<file path="src/rtl/pad_ctrl_pkg.sv">
// Shared types, requester indices and round-robin helper for the pad bus controller.
package pad_ctrl_pkg;

  typedef enum logic [2:0] {
    IDLE,
    TA_OUT,
    DRIVE,
    TA_IN,
    SAMPLE
  } state_t;

  localparam logic [1:0] REQ_WR0 = 2'd0;
  localparam logic [1:0] REQ_WR1 = 2'd1;
  localparam logic [1:0] REQ_RD  = 2'd2;

  // First requester after 'last' in the cyclic order wr0 -> wr1 -> rd.
  function automatic logic [1:0] rr_pick(input logic [1:0] last, input logic [2:0] req);
    logic [1:0] idx;
    rr_pick = last;
    for (int i = 3; i >= 1; i--) begin
      idx = 2'((int'(last) + i) % 3);
      if (req[idx]) rr_pick = idx;
    end
  endfunction

endpackage

</file>
<file path="src/rtl/pad_sync.sv">
// Multi-stage flop synchronizer for the asynchronous pad Y inputs.
module pad_sync #(
  parameter int WIDTH  = 8,
  parameter int STAGES = 2
) (
  input  logic             clk,
  input  logic             rst,
  input  logic [WIDTH-1:0] d,
  output logic [WIDTH-1:0] q
);

  logic [WIDTH-1:0] stg [STAGES];

  // NOTE: the stage array is a chain of flops, not a RAM, so every entry is reset.
  always_ff @(posedge clk) begin
    if (rst) begin
      for (int i = 0; i < STAGES; i++) stg[i] <= '0;
    end else begin
      stg[0] <= d;
      for (int i = 1; i < STAGES; i++) stg[i] <= stg[i-1];
    end
  end

  assign q = stg[STAGES-1];

endmodule

</file>
<file path="src/rtl/pad_bus_ctrl.sv">
// Half-duplex pad group controller: round-robin arbiter, turnaround FSM, registered pad outputs.
module pad_bus_ctrl
  import pad_ctrl_pkg::*;
#(
  parameter int WIDTH        = 8,
  parameter int TA_CYCLES    = 2,
  parameter int DRIVE_CYCLES = 3,
  parameter int SYNC_STAGES  = 2
) (
  input  logic             clk,
  input  logic             rst,
  input  logic             wr_req0,
  input  logic [WIDTH-1:0] wr_data0,
  output logic             wr_gnt0,
  input  logic             wr_req1,
  input  logic [WIDTH-1:0] wr_data1,
  output logic             wr_gnt1,
  input  logic             rd_req,
  output logic             rd_gnt,
  output logic [WIDTH-1:0] rd_data,
  output logic             rd_valid,
  output logic [WIDTH-1:0] pad_a,
  output logic             pad_en_n,
  input  logic [WIDTH-1:0] pad_y,
  output logic             busy
);

  localparam int MAX_TD = (TA_CYCLES > DRIVE_CYCLES) ? TA_CYCLES : DRIVE_CYCLES;
  localparam int MAX_C  = (MAX_TD > SYNC_STAGES) ? MAX_TD : SYNC_STAGES;
  localparam int CW     = $clog2(MAX_C) + 1;

  state_t          state, next_state;
  logic [CW-1:0]   cnt, cnt_next;
  logic [1:0]      ptr, winner;
  logic [2:0]      req;
  logic            arb, rd_done;
  logic [WIDTH-1:0] sync_y;

  pad_sync #(.WIDTH(WIDTH), .STAGES(SYNC_STAGES)) u_sync (
    .clk (clk),
    .rst (rst),
    .d   (pad_y),
    .q   (sync_y)
  );

  assign req    = {rd_req, wr_req1, wr_req0};
  assign winner = rr_pick(ptr, req);

  // NOTE: every signal gets a default before the case so no path leaves one unassigned (no latch).
  always_comb begin
    next_state = state;
    cnt_next   = (cnt == '0) ? '0 : cnt - 1'b1;
    arb        = 1'b0;
    rd_done    = 1'b0;
    case (state)
      IDLE: begin
        if (|req) begin
          arb = 1'b1;
          if (winner == REQ_RD) begin
            next_state = SAMPLE;
            cnt_next   = CW'(SYNC_STAGES - 1);
          end else begin
            next_state = TA_OUT;
            cnt_next   = CW'(TA_CYCLES - 1);
          end
        end
      end
      TA_OUT: if (cnt == '0) begin
        next_state = DRIVE;
        cnt_next   = CW'(DRIVE_CYCLES - 1);
      end
      DRIVE: if (cnt == '0) begin
        next_state = TA_IN;
        cnt_next   = CW'(TA_CYCLES - 1);
      end
      TA_IN: if (cnt == '0) next_state = IDLE;
      SAMPLE: if (cnt == '0) begin
        next_state = IDLE;
        rd_done    = 1'b1;
      end
      default: next_state = IDLE;
    endcase
  end

  // Outputs are registered from next_state so pad_en_n is glitch-free at the pins.
  // NOTE: sequential state uses non-blocking assignments so all flops update together.
  always_ff @(posedge clk) begin
    if (rst) begin
      state    <= IDLE;
      cnt      <= '0;
      ptr      <= REQ_RD;
      wr_gnt0  <= 1'b0;
      wr_gnt1  <= 1'b0;
      rd_gnt   <= 1'b0;
      rd_valid <= 1'b0;
      rd_data  <= '0;
      pad_a    <= '0;
      pad_en_n <= 1'b1;
      busy     <= 1'b0;
    end else begin
      state    <= next_state;
      cnt      <= cnt_next;
      wr_gnt0  <= arb && (winner == REQ_WR0);
      wr_gnt1  <= arb && (winner == REQ_WR1);
      rd_gnt   <= arb && (winner == REQ_RD);
      rd_valid <= rd_done;
      pad_en_n <= (next_state != DRIVE);
      busy     <= (next_state != IDLE);
      if (rd_done) rd_data <= sync_y;
      if (arb) begin
        ptr <= winner;
        if (winner == REQ_WR0) pad_a <= wr_data0;
        else if (winner == REQ_WR1) pad_a <= wr_data1;
      end
    end
  end

endmodule

</file>
<file path="config.mk">
export PLATFORM = sky130hd
export DESIGN_NAME = pad_bus_ctrl
export DESIGN_NICKNAME = d
export VERILOG_FILES = /design/src/rtl/pad_ctrl_pkg.sv /design/src/rtl/pad_sync.sv /design/src/rtl/pad_bus_ctrl.sv
export SDC_FILE = /design/constraint.sdc
export NUM_CORES = 1
export LEC_CHECK = 0
export ABC_AREA = 1
export BUFFER_PORTS_ARGS = -buffer_cell sky130_fd_sc_hd__buf_2
export CORE_MARGIN = 4
export CORE_UTILIZATION = 45
export CTS_BUF_LIST = sky130_fd_sc_hd__clkbuf_2 sky130_fd_sc_hd__clkbuf_4 sky130_fd_sc_hd__clkbuf_8
export DETAILED_ROUTE_END_ITERATION = 10
export HOLD_SLACK_MARGIN = 0.08
export PLACE_DENSITY = 0.78
export SYNTH_ARGS = -nofsm -noshare
export SYNTH_HDL_FRONTEND = slang
export SYNTH_HIERARCHICAL = 1
export SYNTH_SLANG_ARGS = --single-unit
</file>
<file path="constraint.sdc">
create_clock -name clk -period 2.5 [get_ports clk]
set_clock_uncertainty 0.05 [all_clocks]
set_input_delay 0.625 -clock clk [delete_from_list [all_inputs] [get_ports clk]]
set_output_delay 0.625 -clock clk [all_outputs]
set_load 0.01 [all_outputs]
</file>
## Word-level counts from Yosys, hierarchy flattened

Memory sizes are Yosys's and may differ from the RTL's. A register that Yosys moved wholly into a read port is not among the register bits.
Index checks and enable logic that the tools add are counted.

- Latch bits: 0
- Bits in read-only memories: 0
- Word-level logic and storage cells: 72
- Register bits after elaboration: 22
- Output and inout port bits: 22
- Memory bits (writable): 16
- Memories: 1

- Multiplexer cells: 31
- $lt $le $gt $ge: 3
- Shift-type cells: 0
- Bitwise gates (word level): 2
- Reduce and logical (&&, ||, !) cells: 11
- Divide/modulo/power cells: 3
- $add $sub $neg: 4
- Multiply operators: 0
- Equal/unequal tests: 7

Memories:

| memory | depth | bits a word | rd ports | clocked after Yosys merged registers in | write ports | RTL line | source |
|---|---|---|---|---|---|---|---|
| u_sync.stg | 2 | 8 | 2 | 1 | 2 | pad_sync.sv:12 | `logic [WIDTH-1:0] stg [STAGES];` |

Operators by type and width:

| cell | count |
|---|---|
| modulo 32 x 3 -> 32 bit, second input constant | 3 |
| 2-to-1 mux 8 bit | 4 |
| 2-to-1 mux 3 bit | 9 |
| case mux 3 bit (4 select lines) | 1 |
| 2-to-1 mux 1 bit | 10 |
| less-than comparator 2 x 3 -> 1 bit, second input constant | 3 |
| case mux 3 bit (3 select lines) | 1 |
| adder 2 x 2 -> 3 bit, second input constant | 2 |
| binary-select mux 1 bit (select 2 bit) | 3 |
| equality test 3 x 2 -> 1 bit, second input constant | 2 |
| logical NOT 3 bit | 2 |
| 2-to-1 mux 2 bit | 3 |
| adder 2 x 1 -> 3 bit, second input constant | 1 |
| equality test 3 x 1 -> 1 bit, second input constant | 1 |
| equality test 3 bit, second input constant | 1 |
| logical AND 1 bit | 3 |
| != test 3 x 2 -> 1 bit, second input constant | 1 |
| nonzero test 3 bit | 1 |
| OR reduction 3 bit | 1 |
| subtractor 3 x 1 -> 3 bit, second input constant | 1 |
| equality test 2 x 1 -> 1 bit, second input constant | 1 |
| equality test 2 bit, second input constant | 1 |
| logical NOT 2 bit | 1 |
| OR 1 bit | 2 |
| other kinds (3) | 3 |

## Depth between registers and ports, before layout

- Word-level depth: 12
- Mapped depth: 16

## Cells and area by module

Netlist, hierarchy kept.

Modules (own cells, without submodules):

| module | cells each | times used | sequential area each (um^2) | area an instance (um^2) |
|---|---|---|---|---|
| pad_bus_ctrl | 221 | 1 | 600.6 | 1535.2 |
| pad_sync | 58 | 1 | 320.3 | 534.3 |

## Worst setup path after synthesis

OpenSTA, ideal clock, no wires.

- Path kind: register to register
- Start: register ptr[0]
- End: register ptr[1]
- Required time: 2338 ps
- Path slack: 685 ps
- Buffers on the path: 1
- Stages on the path, launching flop included: 14
- Arrival time: 1653 ps
- Clock period less this slack: 1815 ps
- Cells stage by stage: dfxtp_1 -> inv_1 -> ha_1 -> inv_1 -> nor2_1 -> nor3_2 -> inv_1 -> nand2_2 -> nand2_4 -> nor2_8 -> buf_8 -> nand2_4 -> o21ai_2 -> inv_1

- Longest elaborated chain between the ends: 7

RTL lines:

| item | RTL line | source |
|---|---|---|
| start: declaration | pad_bus_ctrl.sv:34 | `logic [1:0] ptr, winner;` |
| start signal: assignment | pad_bus_ctrl.sv:111 | `ptr <= winner;` |
| adder 2 x 2 -> 3 bit | pad_ctrl_pkg.sv:21 | `idx = 2'((int'(last) + i) % 3);` |
| modulo 32 x 3 -> 32 bit | pad_ctrl_pkg.sv:21 |  |
| binary-select mux 1 bit (select 2 bit) | pad_ctrl_pkg.sv:22 | `if (req[idx]) rr_pick = idx;` |
| 2-to-1 mux 1 bit (not written as such) | pad_ctrl_pkg.sv:22 |  |
| 2-to-1 mux 2 bit (2 in a row) | pad_ctrl_pkg.sv:22 |  |
| 2-to-1 mux 2 bit * | pad_ctrl_pkg.sv:22 |  |

Every way passes the cells marked *; elsewhere a longest branch is shown, timed or not. The select of a mux whose other input is x is not followed.
A chain may end at the register's enable or synchronous reset.

## Final worst setup path

- Start: register ptr[0]
- End: register pad_a[5]

- Longest elaborated chain between the ends: 10

RTL lines:

| item | RTL line | source |
|---|---|---|
| adder 2 x 2 -> 3 bit | pad_ctrl_pkg.sv:21 |  |
| modulo 32 x 3 -> 32 bit | pad_ctrl_pkg.sv:21 |  |
| binary-select mux 1 bit (select 2 bit) | pad_ctrl_pkg.sv:22 |  |
| 2-to-1 mux 1 bit (not written as such) | pad_ctrl_pkg.sv:22 |  |
| 2-to-1 mux 2 bit (2 in a row) | pad_ctrl_pkg.sv:22 |  |
| 2-to-1 mux 2 bit * | pad_ctrl_pkg.sv:22 |  |
| equality test 2 x 1 -> 1 bit / logical NOT 2 bit (equally long branches) | pad_bus_ctrl.sv:113, pad_bus_ctrl.sv:112 |  |
| nonzero test 2 bit (no line) | n/a |  |
| AND reduction 2 bit (no line) | n/a |  |
| end signal: assignment | pad_bus_ctrl.sv:112 | `if (winner == REQ_WR0) pad_a <= wr_data0;` |
| end signal: assignment | pad_bus_ctrl.sv:113 | `else if (winner == REQ_WR1) pad_a <= wr_data1;` |
| end: declaration | pad_bus_ctrl.sv:22 | `output logic [WIDTH-1:0] pad_a,` |

Marked as above.

==> flow_summary.yaml <==
drt:
  via_per_inst: 4.495
  drt_wl_total_um: 3849
  wl_per_cell_um: 10.24
  postRouteAntennaNets: 0
  drt_pass1_iterations: 5
  vias: 1690
  drt_iter0_drc: 93
  drc: 0
synthesis:
  synth_top_area_frac: 0.4450
  ys_seq_elements: 46
  ys_warn_count: 6
  synth_nets: 311
  syn_area_um2: 2069
  synth.top_cells.by_area: "dfxtp_1, inv_1, nand2_1"
  ys.flop_type: "dfxtp_1"
  netlist-cell-type-count: 28
  synthCells: 279
  synth_top_cells_by_count: "inv_1, dfxtp_1, nand2_1"
  synth_edf_count: 0
  ys_seq_area_frac: 0.4450
  yosysMostFrequentCell: "inv_1"
  yosysTopAreaCell: "dfxtp_1"
  async_flop_share: 0
  avgSynthCellArea_um2: 7.418
grt:
  grt.overflow.total: 0
  grt_pass1_wl_um: 6382
  grt.total_usage: 0.1425
  antenna_found_initial: 0
  grt_pass1_vias: 1520
  grt_max_degree: 23
worst_setup_path:
  cp_max_fo: 13
  end_kind: "flip-flop"
  crit_arrival_ns: 2.37
  cp-start-kind: "flip-flop"
  worstSetupStartpoint: "ptr[0]$_SDFFE_PP0P_"
  r2r-start: "ptr[0]$_SDFFE_PP0P_"
  crit_type: "flip-flop to flip-flop"
  worstPathRequired_ns: 2.67
run:
  drv_cap: 0
floorplanning:
  ios: 51
  rows: 24
  core_region_area_um2: 4414
  initial_utilization: 0.4688
  die_w_um: 75.82
  dieArea_um2: 5748
  dieHeight_um: 75.82
clock_network:
  cts_buffer_depth: 2
  insertion_delay_ns: 0.29
  htree_levels: 2
  cts_root_buf: "clkbuf_8"
  cts_resized: 0
  cts_hold_buffers: 0
  clkTransAtPathRegs_ns: 0.09
  postCtsSetupRepairBufs: 0
  cts_sinks: 46
  cts_tree: "yes"
  cts_made_buffers: 5
placement:
  gp_congestion: 0.9079
  placed_area_um2: 2272
  dp_hpwl_um: 2860
  numPortBuffers: 50
timing:
  tightest_slew_ns: 0.6586
  finalSetupViolCount: 0
  period_needed_ns: 2.195
  fin_crit_sh: 0.8781
  finalHoldViolCount: 0
  slew_viol_final: 0
  fin_setup_tns_ns: 0
  max_clock_freq_mhz: 455.5
  relSlewSlack: 0.5604
  grt_setup_unrepaired: "no"
power_and_ir_drop:
  ir_drop_mv: 0.4933
  power.share.sequential: 0.352
  p_per_area_nw_per_um2: 1177
  p_int_mw: 1.547
  cellLeakagePower_nw: 1.309
  p_clk_frac: 0.171
  switching_share: 0.4450
  share_comb_of_total_power: 0.478
  p_sw_mw: 1.240
cells_and_area:
  multi_input_area_um2: 810.8
  final_cell_area_um2: 2367
  nNetsFinal: 355
  area_delta_synth_final_pct: 14.39
  n_fill_cell: 427
  drive_gt1_frac: 0.2562
  num_antenna_cells: 0
  seq_area_um2: 920.9
min_path:
  hp-class: "flip-flop to flip-flop"
  hold_start: "u_sync/stg[0][7]$_SDFF_PP0_"
outcome:
  status: "completed"
==> power by group through the flow <==
| stage | clock network [mW] | logic [mW] | registers, mW |
|---|---|---|---|
| floorplan | 0 | 1.07 | 1.03 |
| global placement | 0 | 1.30 | 0.992 |
| detailed placement | 0 | 1.34 | 0.996 |
| CTS | 0.490 | 1.35 | 0.982 |
| global route | 0.518 | 1.51 | 1.00 |
| finish | 0.476 | 1.33 | 0.981 |
==> cell type report <==
class                   count  area share
repair buffers             51      0.1089
clock inverters             3     0.01110
well taps                  52     0.02748
inverters                  58     0.09197
multi-input cells         161      0.3425
clock buffers               5     0.02907
flip-flops and latches     46      0.3890
==> final timing paths <==
kind	to	cells past startpoint	slack [ns]
max	pad_a[5]$_SDFFE_PP0P_	12	0.30
min	u_sync/stg[0][15]$_SDFF_PP0_	2	0.36
max reg2reg	pad_a[5]$_SDFFE_PP0P_	12	0.30
min reg2reg	u_sync/stg[0][15]$_SDFF_PP0_	2	0.36
==> routing by layer <==
metal	vias up	part of all wire	GRT usage
met4	0	0.0049	0.03495
met3	2	0.054	0.03562
li1	925	-	-
met1	723	0.45	0.1900
met2	40	0.50	0.2310
met5	-	0	0
==> stage by stage <==
stage | setup slack, ns | power, mW | utilization | instances | hold WS, ns
3_5_place_dp | 0.3277 | 2.337 | 0.5147 | 368 | 0.3443
5_1_grt | 0.04569 | 3.031 | 0.5363 | 376 | 0.3653
2_1_floorplan | 0.6848 | 2.102 | - | 279 | 0.3383
3_3_place_gp | 0.4814 | 2.290 | 0.5147 | 368 | 0.3406
4_1_cts | 0.2851 | 2.820 | 0.5363 | 376 | 0.3576
6_report | 0.3047 | 2.787 | 0.5363 | 376 | 0.3568
==> flip-flops by register name, summed over array words and instances (netlist names), 2 cells and up <==
signal	count
cnt	3
ptr	2
state	3
pad_a	8
rd_data	8
u_sync/stg	16
==> cells in the final DEF, fill, tap and decap left out <==
cell type,count
nor2_1,41
dfxtp_1,46
inv_2,5
nor2_2,6
nor3_4,1
nor2_8,1
o21ai_0,20
nor3_1,4
nand2_4,2
o21ai_2,2
nand4_1,4
nand3_1,7
nand2_2,2
clkbuf_8,5
buf_2,50
clkinv_1,1
buf_4,1
nor4_1,1
inv_6,3
inv_1,52
nand2_1,45
ha_1,3
a21oi_2,2
a21oi_1,15
nand3_2,2
nor3_2,1
o21bai_1,2
==> worst max-delay path: stages, from the launching register on <==
cell and delay, ns:
dfxtp_1 0.40, inv_1 0.08, ha_1 0.35, inv_1 0.10
nor2_1 0.13, nor3_2 0.07, a21oi_1 0.11, nand2_1 0.08
nand2_2 0.21, nand3_2 0.25, nand2_1 0.11, nand2_1 0.06
a21oi_1 0.14
==> cells by family after synthesis <==
logic type | Yosys count | share of synthesized area
AOI/OAI and AO/OA | 41 | 0.1088
adders and majority gates | 3 | 0.01814
buffers and inverters | 72 | 0.1632
DFF | 46 | 0.4450
and+or+nand+nor | 117 | 0.2648
Note: power is estimated with default switching activity, not from simulation.
